==> src/rtl/issue_scheduler.sv <==
// Issue scheduler: per-row operand readiness for 16 RS rows and one registered issue pick per FU.
// Define SCHED_OLDEST_FIRST_EN for oldest-ROB-first selection instead of per-FU round-robin.
module issue_scheduler #(
    parameter int RS_DEPTH = 16,
    parameter int PREG_W   = 6,
    parameter int ROB_W    = 4,
    parameter int NUM_FU   = 3,
    parameter int LINE_W   = $clog2(RS_DEPTH)
) (
    input  logic                     clk,
    input  logic                     rst_n,
    input  logic                     flush,
    input  logic                     disp_valid_1,
    input  logic                     disp_valid_2,
    input  logic [LINE_W-1:0]        disp_line_1,
    input  logic [LINE_W-1:0]        disp_line_2,
    input  logic [1:0]               disp_fu_1,
    input  logic [1:0]               disp_fu_2,
    input  logic [PREG_W-1:0]        disp_ps1_1,
    input  logic [PREG_W-1:0]        disp_ps2_1,
    input  logic [PREG_W-1:0]        disp_ps1_2,
    input  logic [PREG_W-1:0]        disp_ps2_2,
    input  logic                     disp_rdy1_1,
    input  logic                     disp_rdy2_1,
    input  logic                     disp_rdy1_2,
    input  logic                     disp_rdy2_2,
    input  logic [ROB_W-1:0]         disp_rob_1,
    input  logic [ROB_W-1:0]         disp_rob_2,
    input  logic [NUM_FU-1:0]        cdb_valid,
    input  logic [NUM_FU*PREG_W-1:0] cdb_tag,
    input  logic [ROB_W-1:0]         rob_head,
    output logic [NUM_FU-1:0]        issue_valid,
    output logic [NUM_FU*LINE_W-1:0] issue_line,
    input  logic [NUM_FU-1:0]        issue_ready,
    output logic [RS_DEPTH-1:0]      rs_busy,
    output logic                     disp_ready,
    output logic                     err_dup
);

    logic [RS_DEPTH-1:0] busy, r1, r2, held;
    logic [1:0]          fu_q  [RS_DEPTH];
    logic [PREG_W-1:0]   ps1_q [RS_DEPTH];
    logic [PREG_W-1:0]   ps2_q [RS_DEPTH];
    logic [ROB_W-1:0]    rob_q [RS_DEPTH];

    logic [NUM_FU-1:0]   valid_q;
    logic [LINE_W-1:0]   line_q   [NUM_FU];
    logic [NUM_FU-1:0]   take, fire, sel_found;
    logic [LINE_W-1:0]   sel_line [NUM_FU];
    logic [RS_DEPTH-1:0] elig     [NUM_FU];
    logic                dup1, dup2, same_line, wr1, wr2;

    // Tag 0 is the hardwired-ready register and never counts as a broadcast match.
    function automatic logic woken(input logic [PREG_W-1:0] tag,
                                   input logic [NUM_FU-1:0] cv,
                                   input logic [NUM_FU*PREG_W-1:0] ct);
        logic hit;
        hit = 1'b0;
        for (int k = 0; k < NUM_FU; k++)
            if (cv[k] && ct[k*PREG_W +: PREG_W] == tag)
                hit = 1'b1;
        return hit && (tag != '0);
    endfunction

    always_comb begin
        for (int k = 0; k < NUM_FU; k++)
            for (int i = 0; i < RS_DEPTH; i++)
                elig[k][i] = busy[i] & r1[i] & r2[i] & ~held[i] & (fu_q[i] == 2'(k));
    end

    assign take = ~valid_q | issue_ready;
    assign fire = valid_q & issue_ready;

    always_comb begin
        same_line = disp_valid_1 && disp_valid_2 && (disp_line_1 == disp_line_2);
        dup1      = disp_valid_1 && (busy[disp_line_1] || disp_fu_1 == 2'd3);
        dup2      = disp_valid_2 && (busy[disp_line_2] || disp_fu_2 == 2'd3 || same_line);
        wr1       = disp_valid_1 && !dup1;
        wr2       = disp_valid_2 && !dup2;
    end

`ifdef SCHED_OLDEST_FIRST_EN
    always_comb begin
        logic [ROB_W-1:0] age, best;
        age = '0;
        best = '1;
        for (int k = 0; k < NUM_FU; k++) begin
            sel_found[k] = 1'b0;
            sel_line[k]  = '0;
            best         = '1;
            for (int i = 0; i < RS_DEPTH; i++) begin
                age = rob_q[i] - rob_head;
                if (elig[k][i] && (!sel_found[k] || age < best)) begin
                    sel_found[k] = 1'b1;
                    sel_line[k]  = LINE_W'(i);
                    best         = age;
                end
            end
        end
    end
`else
    logic [LINE_W-1:0] rr_ptr [NUM_FU];
    logic              unused_rob;

    // Search order starts just past the last grant; offset RS_DEPTH wraps back to rr_ptr itself.
    always_comb begin
        logic [LINE_W-1:0] idx;
        idx = '0;
        for (int k = 0; k < NUM_FU; k++) begin
            sel_found[k] = 1'b0;
            sel_line[k]  = '0;
            for (int off = 1; off <= RS_DEPTH; off++) begin
                idx = rr_ptr[k] + LINE_W'(off);
                if (!sel_found[k] && elig[k][idx]) begin
                    sel_found[k] = 1'b1;
                    sel_line[k]  = idx;
                end
            end
        end
    end

    always_ff @(posedge clk or negedge rst_n) begin
        if (!rst_n) begin
            for (int k = 0; k < NUM_FU; k++) rr_ptr[k] <= '1;
        end else if (flush) begin
            for (int k = 0; k < NUM_FU; k++) rr_ptr[k] <= '1;
        end else begin
            for (int k = 0; k < NUM_FU; k++)
                if (take[k] && sel_found[k]) rr_ptr[k] <= sel_line[k];
        end
    end

    always_comb begin
        unused_rob = ^rob_head;
        for (int i = 0; i < RS_DEPTH; i++) unused_rob = unused_rob ^ (^rob_q[i]);
    end
`endif

    always_ff @(posedge clk or negedge rst_n) begin
        if (!rst_n) begin
            busy <= '0;
            r1   <= '0;
            r2   <= '0;
            held <= '0;
            for (int i = 0; i < RS_DEPTH; i++) begin
                fu_q[i]  <= '0;
                ps1_q[i] <= '0;
                ps2_q[i] <= '0;
                rob_q[i] <= '0;
            end
        end else if (flush) begin
            busy <= '0;
            r1   <= '0;
            r2   <= '0;
            held <= '0;
        end else begin
            for (int i = 0; i < RS_DEPTH; i++) begin
                if (busy[i] && woken(ps1_q[i], cdb_valid, cdb_tag)) r1[i] <= 1'b1;
                if (busy[i] && woken(ps2_q[i], cdb_valid, cdb_tag)) r2[i] <= 1'b1;
            end
            // The accepted row is held, so it can never be the row loaded on the same edge.
            for (int k = 0; k < NUM_FU; k++) begin
                if (fire[k]) begin
                    busy[line_q[k]] <= 1'b0;
                    held[line_q[k]] <= 1'b0;
                end
                if (take[k] && sel_found[k]) held[sel_line[k]] <= 1'b1;
            end
            if (wr1) begin
                busy[disp_line_1]  <= 1'b1;
                held[disp_line_1]  <= 1'b0;
                fu_q[disp_line_1]  <= disp_fu_1;
                ps1_q[disp_line_1] <= disp_ps1_1;
                ps2_q[disp_line_1] <= disp_ps2_1;
                rob_q[disp_line_1] <= disp_rob_1;
                r1[disp_line_1]    <= disp_rdy1_1 || disp_ps1_1 == '0 || woken(disp_ps1_1, cdb_valid, cdb_tag);
                r2[disp_line_1]    <= disp_rdy2_1 || disp_ps2_1 == '0 || woken(disp_ps2_1, cdb_valid, cdb_tag);
            end
            if (wr2) begin
                busy[disp_line_2]  <= 1'b1;
                held[disp_line_2]  <= 1'b0;
                fu_q[disp_line_2]  <= disp_fu_2;
                ps1_q[disp_line_2] <= disp_ps1_2;
                ps2_q[disp_line_2] <= disp_ps2_2;
                rob_q[disp_line_2] <= disp_rob_2;
                r1[disp_line_2]    <= disp_rdy1_2 || disp_ps1_2 == '0 || woken(disp_ps1_2, cdb_valid, cdb_tag);
                r2[disp_line_2]    <= disp_rdy2_2 || disp_ps2_2 == '0 || woken(disp_ps2_2, cdb_valid, cdb_tag);
            end
        end
    end

    always_ff @(posedge clk or negedge rst_n) begin
        if (!rst_n) begin
            valid_q <= '0;
            for (int k = 0; k < NUM_FU; k++) line_q[k] <= '0;
        end else if (flush) begin
            valid_q <= '0;
        end else begin
            for (int k = 0; k < NUM_FU; k++) begin
                if (take[k]) begin
                    valid_q[k] <= sel_found[k];
                    if (sel_found[k]) line_q[k] <= sel_line[k];
                end
            end
        end
    end

    always_ff @(posedge clk or negedge rst_n) begin
        if (!rst_n)
            err_dup <= 1'b0;
        else if (!flush && (dup1 || dup2))
            err_dup <= 1'b1;
    end

    always_comb begin
        issue_line = '0;
        for (int k = 0; k < NUM_FU; k++) issue_line[k*LINE_W +: LINE_W] = line_q[k];
    end

    assign issue_valid = valid_q;
    assign rs_busy     = busy;
    assign disp_ready  = ($countones(~busy) >= 2);

endmodule

==> config.mk <==
export PLATFORM = sky130hd
export DESIGN_NAME = issue_scheduler
export DESIGN_NICKNAME = d
export VERILOG_FILES = /design/src/rtl/issue_scheduler.sv
export SDC_FILE = /design/constraint.sdc
export NUM_CORES = 2
export LEC_CHECK = 0
export CAP_MARGIN = 5
export CELL_PAD_IN_SITES_DETAIL_PLACEMENT = 1
export CELL_PAD_IN_SITES_GLOBAL_PLACEMENT = 1
export CORE_MARGIN = 5
export CORE_UTILIZATION = 35
export DETAILED_ROUTE_END_ITERATION = 10
export GPL_TIMING_DRIVEN = 1
export PLACE_DENSITY = 0.69
export SYNTH_ARGS = -nofsm -noshare
export SYNTH_HDL_FRONTEND = slang
export SYNTH_SLANG_ARGS = --single-unit
==> constraint.sdc <==
create_clock -name clk -period 16.1 [get_ports clk]
set_input_delay 1.61 -clock clk [delete_from_list [all_inputs] [get_ports clk]]
set_output_delay 1.61 -clock clk [all_outputs]
set_load 0.05 [all_outputs]
# [Word level (Yosys, flattened, before mapping)]
# Index checks and enable logic that the tools add are counted.
[totals] regBits=316 output_inout_bits=33 word_cells=1330
[classes] add_sub_neg=60 magnitude_cmp=69 eq_ne=143 n_mux=493 bitwise_logic=137 n_reduce_logical=366
[op_table] cell="6-bit equality test" n=108
[op_table] cell="96-bit 2-to-1 mux" n=6
[op_table] cell="16-bit 2-to-1 mux" n=34
[op_table] cell="96-bit bitwise mux" n=4
[op_table] cell="1-bit 2-to-1 mux" n=321
[op_table] cell="4-bit by 5-bit less-than comparator with 1-bit output, second input constant" n=56
[op_table] cell="1-bit logical AND" n=241
[op_table] cell="6-bit nonzero test" n=36
[op_table] cell="4-bit 2-to-1 mux" n=51
[op_table] cell="1-bit binary-select mux with 4-bit select" n=50
[op_table] cell="16-bit bitwise AND" n=8
[op_table] cell="4-bit adder, second input constant" n=24
[op_table] cell="1-bit bitwise AND" n=96
[op_table] cell="32-bit 2-to-1 mux" n=3
[op_table] cell="16-bit inverter" n=6
[op_table] cell="16-bit OR" n=5
[op_table] cell="16-bit bitwise mux" n=4
[op_table] cell="32-bit bitwise mux" n=2
[op_table] cell="4-bit by 3-bit adder with 4-bit output, second input constant" n=12
[op_table] cell="6-bit demux with 4-bit select" n=2
[op_table] cell="1-bit logical NOT" n=48
[op_table] cell="2-bit equality test, second input constant" n=18
[op_table] cell="1-bit demux with 4-bit select" n=8
[op_table] cell="2-bit by 1-bit equality test with 1-bit output, second input constant" n=16
[op_table] cell="26 further kinds" n=109

# [Depth between registers and ports, before layout]
[logic_depth] ltp_word=77 depth_mapped=22 ltp_nobuf=15

# [Worst setup path after synthesis]
# OpenSTA, ideal clock, no wires.
[synth_path] path_type="register -> output" startpoint="reg busy[5] (netlist: rs_busy[5])" endpoint="out disp_ready" arrival_time_ns=3.898 t_required_ns=14.490 setup_slack_ns=10.592 stages_incl_launch_ff=10 n_path_buf=0 path_cell_list="dfrtp_1 > inv_1 > fa_1 > fa_1 > fa_1 > fa_1 > ha_1 > fa_1 > nor3_1 > nand2_1"
[synth_via] elab_chain_cells=6
[synth_lines] item="start: declaration" line="40" rtl="logic [RS_DEPTH-1:0] busy, r1, r2, held;"
[synth_lines] item="start signal: assignment" line="141" rtl="busy <= '0;"
[synth_lines] item="start signal: assignment" line="152" rtl="busy <= '0;"
[synth_lines] item="start signal: indexed assignment" line="164" rtl="busy[line_q[k]] <= 1'b0;"
[synth_lines] item="16-bit inverter" line="222" rtl="assign disp_ready = ($countones(~busy) >= 2);"
[synth_lines] item="1-bit by 1-bit adder with 2-bit output (implied by the code)" line="222"
[synth_lines] item="2-bit by 2-bit adder with 3-bit output (implied by the code)" line="222"
[synth_lines] item="3-bit by 3-bit adder with 4-bit output (implied by the code)" line="222"
[synth_lines] item="4-bit by 4-bit adder with 5-bit output (implied by the code)" line="222"
[synth_lines] item="5-bit by 2-bit >= comparator with 1-bit output" line="222"
[synth_lines] item="end: declaration" line="36" rtl="output logic disp_ready,"
# No other way between the ends.

# [Final worst setup path]
# Same ends and word-level chain as after synthesis.

==> results.json <==
{
  "cp-start-kind": "register",
  "synth_ff_type": "dfrtp_1",
  "rows": 114,
  "fin_util_pct": 37.8,
  "period_share_pct": 45.6,
  "rsz0062_at_grt": "false",
  "setup_tns_ps": 0,
  "vias": 35700,
  "fill_cells": 11400,
  "worstSkewPairLatency_ps": 620,
  "drv_slew": 0,
  "gp_congestion": 0.970,
  "grt_util_all_layers_pct": 31.1,
  "final.setup_skew_ps": 38.5,
  "synthesis.nets": 4433,
  "drt_first_pass_iters": 5,
  "r2r_start": "rr_ptr[9]",
  "cts_tree": "built",
  "cts_buffer_depth": 3,
  "vias_per_cell": 6.72,
  "die_x_um": 321,
  "internal-power_mw": 3.18,
  "yosysWarnings": 0,
  "dpl-instance-area_sq_um": 35000,
  "ys_types": 113,
  "drc_errors": 0,
  "crit_path_start": "rs_busy[5]",
  "grt_antenna_before_repair": 6,
  "pwr-share-clk_pct": 14.6,
  "ios": 114,
  "htreeDepth": 2,
  "avgSynthCellArea_sq_um": 7.82,
  "synth-seq-cells": 316,
  "total_power_mw": 6.91,
  "synth_area_sq_um": 33800,
  "cts_sinks": 316,
  "rrSetupSlack_ps": 9350,
  "leakagePower_nw": 13.3,
  "grt_max_degree": 159,
  "worst_pin_slew_ps": 1180,
  "ctsRootBufferMaster": "clkbuf_16",
  "ctsResizeCount": 0,
  "core_area_sq_um": 96300,
  "min_path_cells": 1,
  "cp-end-kind": "output pin",
  "synth_edf_count": 0,
  "grt_pass1_wl_um": 243000,
  "detail_route.iter0.violations": 4019,
  "combPwrFrac_pct": 62.4,
  "required_ps": 14490,
  "reg2reg_depth": 17,
  "hpwlAfterDp_um": 107000,
  "syn_to_final_growth_pct": 7.81,
  "final_area_sq_um": 36400,
  "overflow": 0,
  "clkTransAtPathRegs_ps": 70,
  "seq_power_share_pct": 23.1,
  "power.density_nw_per_um2": 190,
  "die_h_um": 321,
  "p_sw_mw": 3.73,
  "hold_viol_final": 0,
  "start_util_pct": 35.1,
  "antenna_left": 0,
  "synth_top_area_share_pct": 22.5,
  "setup_viol": 0,
  "r2r-end": "held[13]",
  "synthArstFlopShare_pct": 100,
  "worstSetupPathType": "register to output pin",
  "drive_gt1_share_pct": 8.91,
  "drt_wl_total_um": 167000,
  "maxCapViolations": 0,
  "swShare_pct": 54.0,
  "worstPathArrival_ps": 5730,
  "crit_fanout": 8,
  "synth_area_leaders": "dfrtp_1, xnor2_1, xor2_1, a21oi_1, nor2_1",
  "nets": 4127,
  "cts_setup_buffers": 0,
  "hold_class": "register to register",
  "max_freq_mhz": 136,
  "die_area_sq_um": 103000,
  "synth_most_common_cell": "nor2_1",
  "hold_buffers": 0,
  "relSlewSlack_pct": 20.9,
  "wl_per_cell_um": 31.3,
  "min_period_ps": 7340,
  "synth_top_area_cell": "dfrtp_1",
  "seq_area_frac_synth_pct": 23.5,
  "synth_common_cells": "nor2_1, clkbuf_1, a21oi_1, xnor2_1, xor2_1",
  "vdd_drop_max_mv": 0.142,
  "cts_made_buffers": 39,
  "io_buffers": 101,
  "status": "finished clean",
  "hold_path_startpoint": "err_dup",
  "synthCells": 4316,
  "grt_pass1_vias": 35600,
  "hold_path_end": "err_dup"
}
[state kept, by name (all words and copies together) (netlist names)]
signal,count
rr_ptr,12
fu_q,32
r2,16
issue_line,12
ps1_q,96
r1,16
issue_valid,3
rs_busy,16
err_dup,1
ps2_q,96
held,16
[layout by cell type (no fill, tap or decap), types with 22 or more instances in the layout]
cell type / count
a21oi_1: 391
a22oi_1: 27
a31oi_1: 53
and2_1: 24
and3_1: 22
buf_2: 23
buf_4: 112
clkbuf_16: 39
clkdlybuf4s50_1: 76
dfrtp_1: 304
ha_1: 26
inv_1: 37
mux2i_1: 56
mux4_2: 72
nand2_1: 197
nand2b_1: 27
nand3_1: 97
nand3b_1: 23
nand4_1: 144
nor2_1: 476
nor2b_1: 36
nor3_1: 56
nor3b_1: 40
nor4_1: 158
o211ai_1: 36
o21ai_0: 57
o22ai_1: 250
or3_1: 50
xnor2_1: 361
xor2_1: 329
[power by group through the flow]
| stage | logic, mW | clock network, mW | registers, mW |
|---|---|---|---|
| after floorplan | 3.21 | 0 | 1.19 |
| after global placement | 4.11 | 0 | 1.57 |
| after detailed placement | 4.18 | 0 | 1.58 |
| after CTS | 4.21 | 1.01 | 1.57 |
| after global routing | 4.59 | 1.05 | 1.62 |
| final | 4.31 | 1.01 | 1.59 |
[cell type report]
class / count / area, sq um / area share, %
diodes: 5 / 12.5 / 0.0344
clock buffers: 54 / 1120 / 3.08
clock inverters: 18 / 288 / 0.790
inverters: 47 / 184 / 0.505
multi-input cells: 3393 / 23500 / 64.6
flip-flops and latches: 316 / 7920 / 21.8
well taps: 1276 / 1600 / 4.39
repair buffers: 213 / 1750 / 4.81
[metrics by stage]
stage / worst slack, ps / hold slack (ps) / std cells
3_3_place_gp: 9440 / 438 / 5245
3_5_place_dp: 9500 / 450 / 5245
4_1_cts: 8890 / 469 / 5317
6_report: 8760 / 463 / 5322
2_1_floorplan: 10590 / 537 / 4316
5_1_grt: 8750 / 489 / 5321
[per-layer routing]
layer	GRT usage [%]	routed length [um]
met5	0	0
met4	16.7	10700
met3	6.50	16700
met2	47.7	72500
met1	41.1	66600
[worst max path at each step]
stage,end,slack [ps]
2_1_floorplan,disp_ready,10590
3_3_place_gp,held[13],9440
3_5_place_dp,held[13],9500
4_1_cts,disp_ready,8890
5_1_grt,disp_ready,8750
6_report,disp_ready,8760
[critical path, cell delays in order, from the launching register on]
cell	delay [ps]
dfrtp_1	780
inv_1	330
fa_1	730
fa_1	480
fa_1	540
fa_1	420
ha_1	230
fa_1	440
nor3_1	210
nand2_1	220
clkdlybuf4s50_1	770
[cell families after synthesis]
group                    after synthesis  synth area share, %
AND/OR/NAND/NOR                     1462                 22.7
AO/OA/AOI/OAI                       1052                 19.8
XOR/XNOR                             691                 18.0
buffers and inverters                607                 6.96
flip-flops                           316                 23.5
multiplexers                         152                 7.55
adder cells (fa/ha/maj)               36                 1.56
Power figures use the tool's default switching activity.
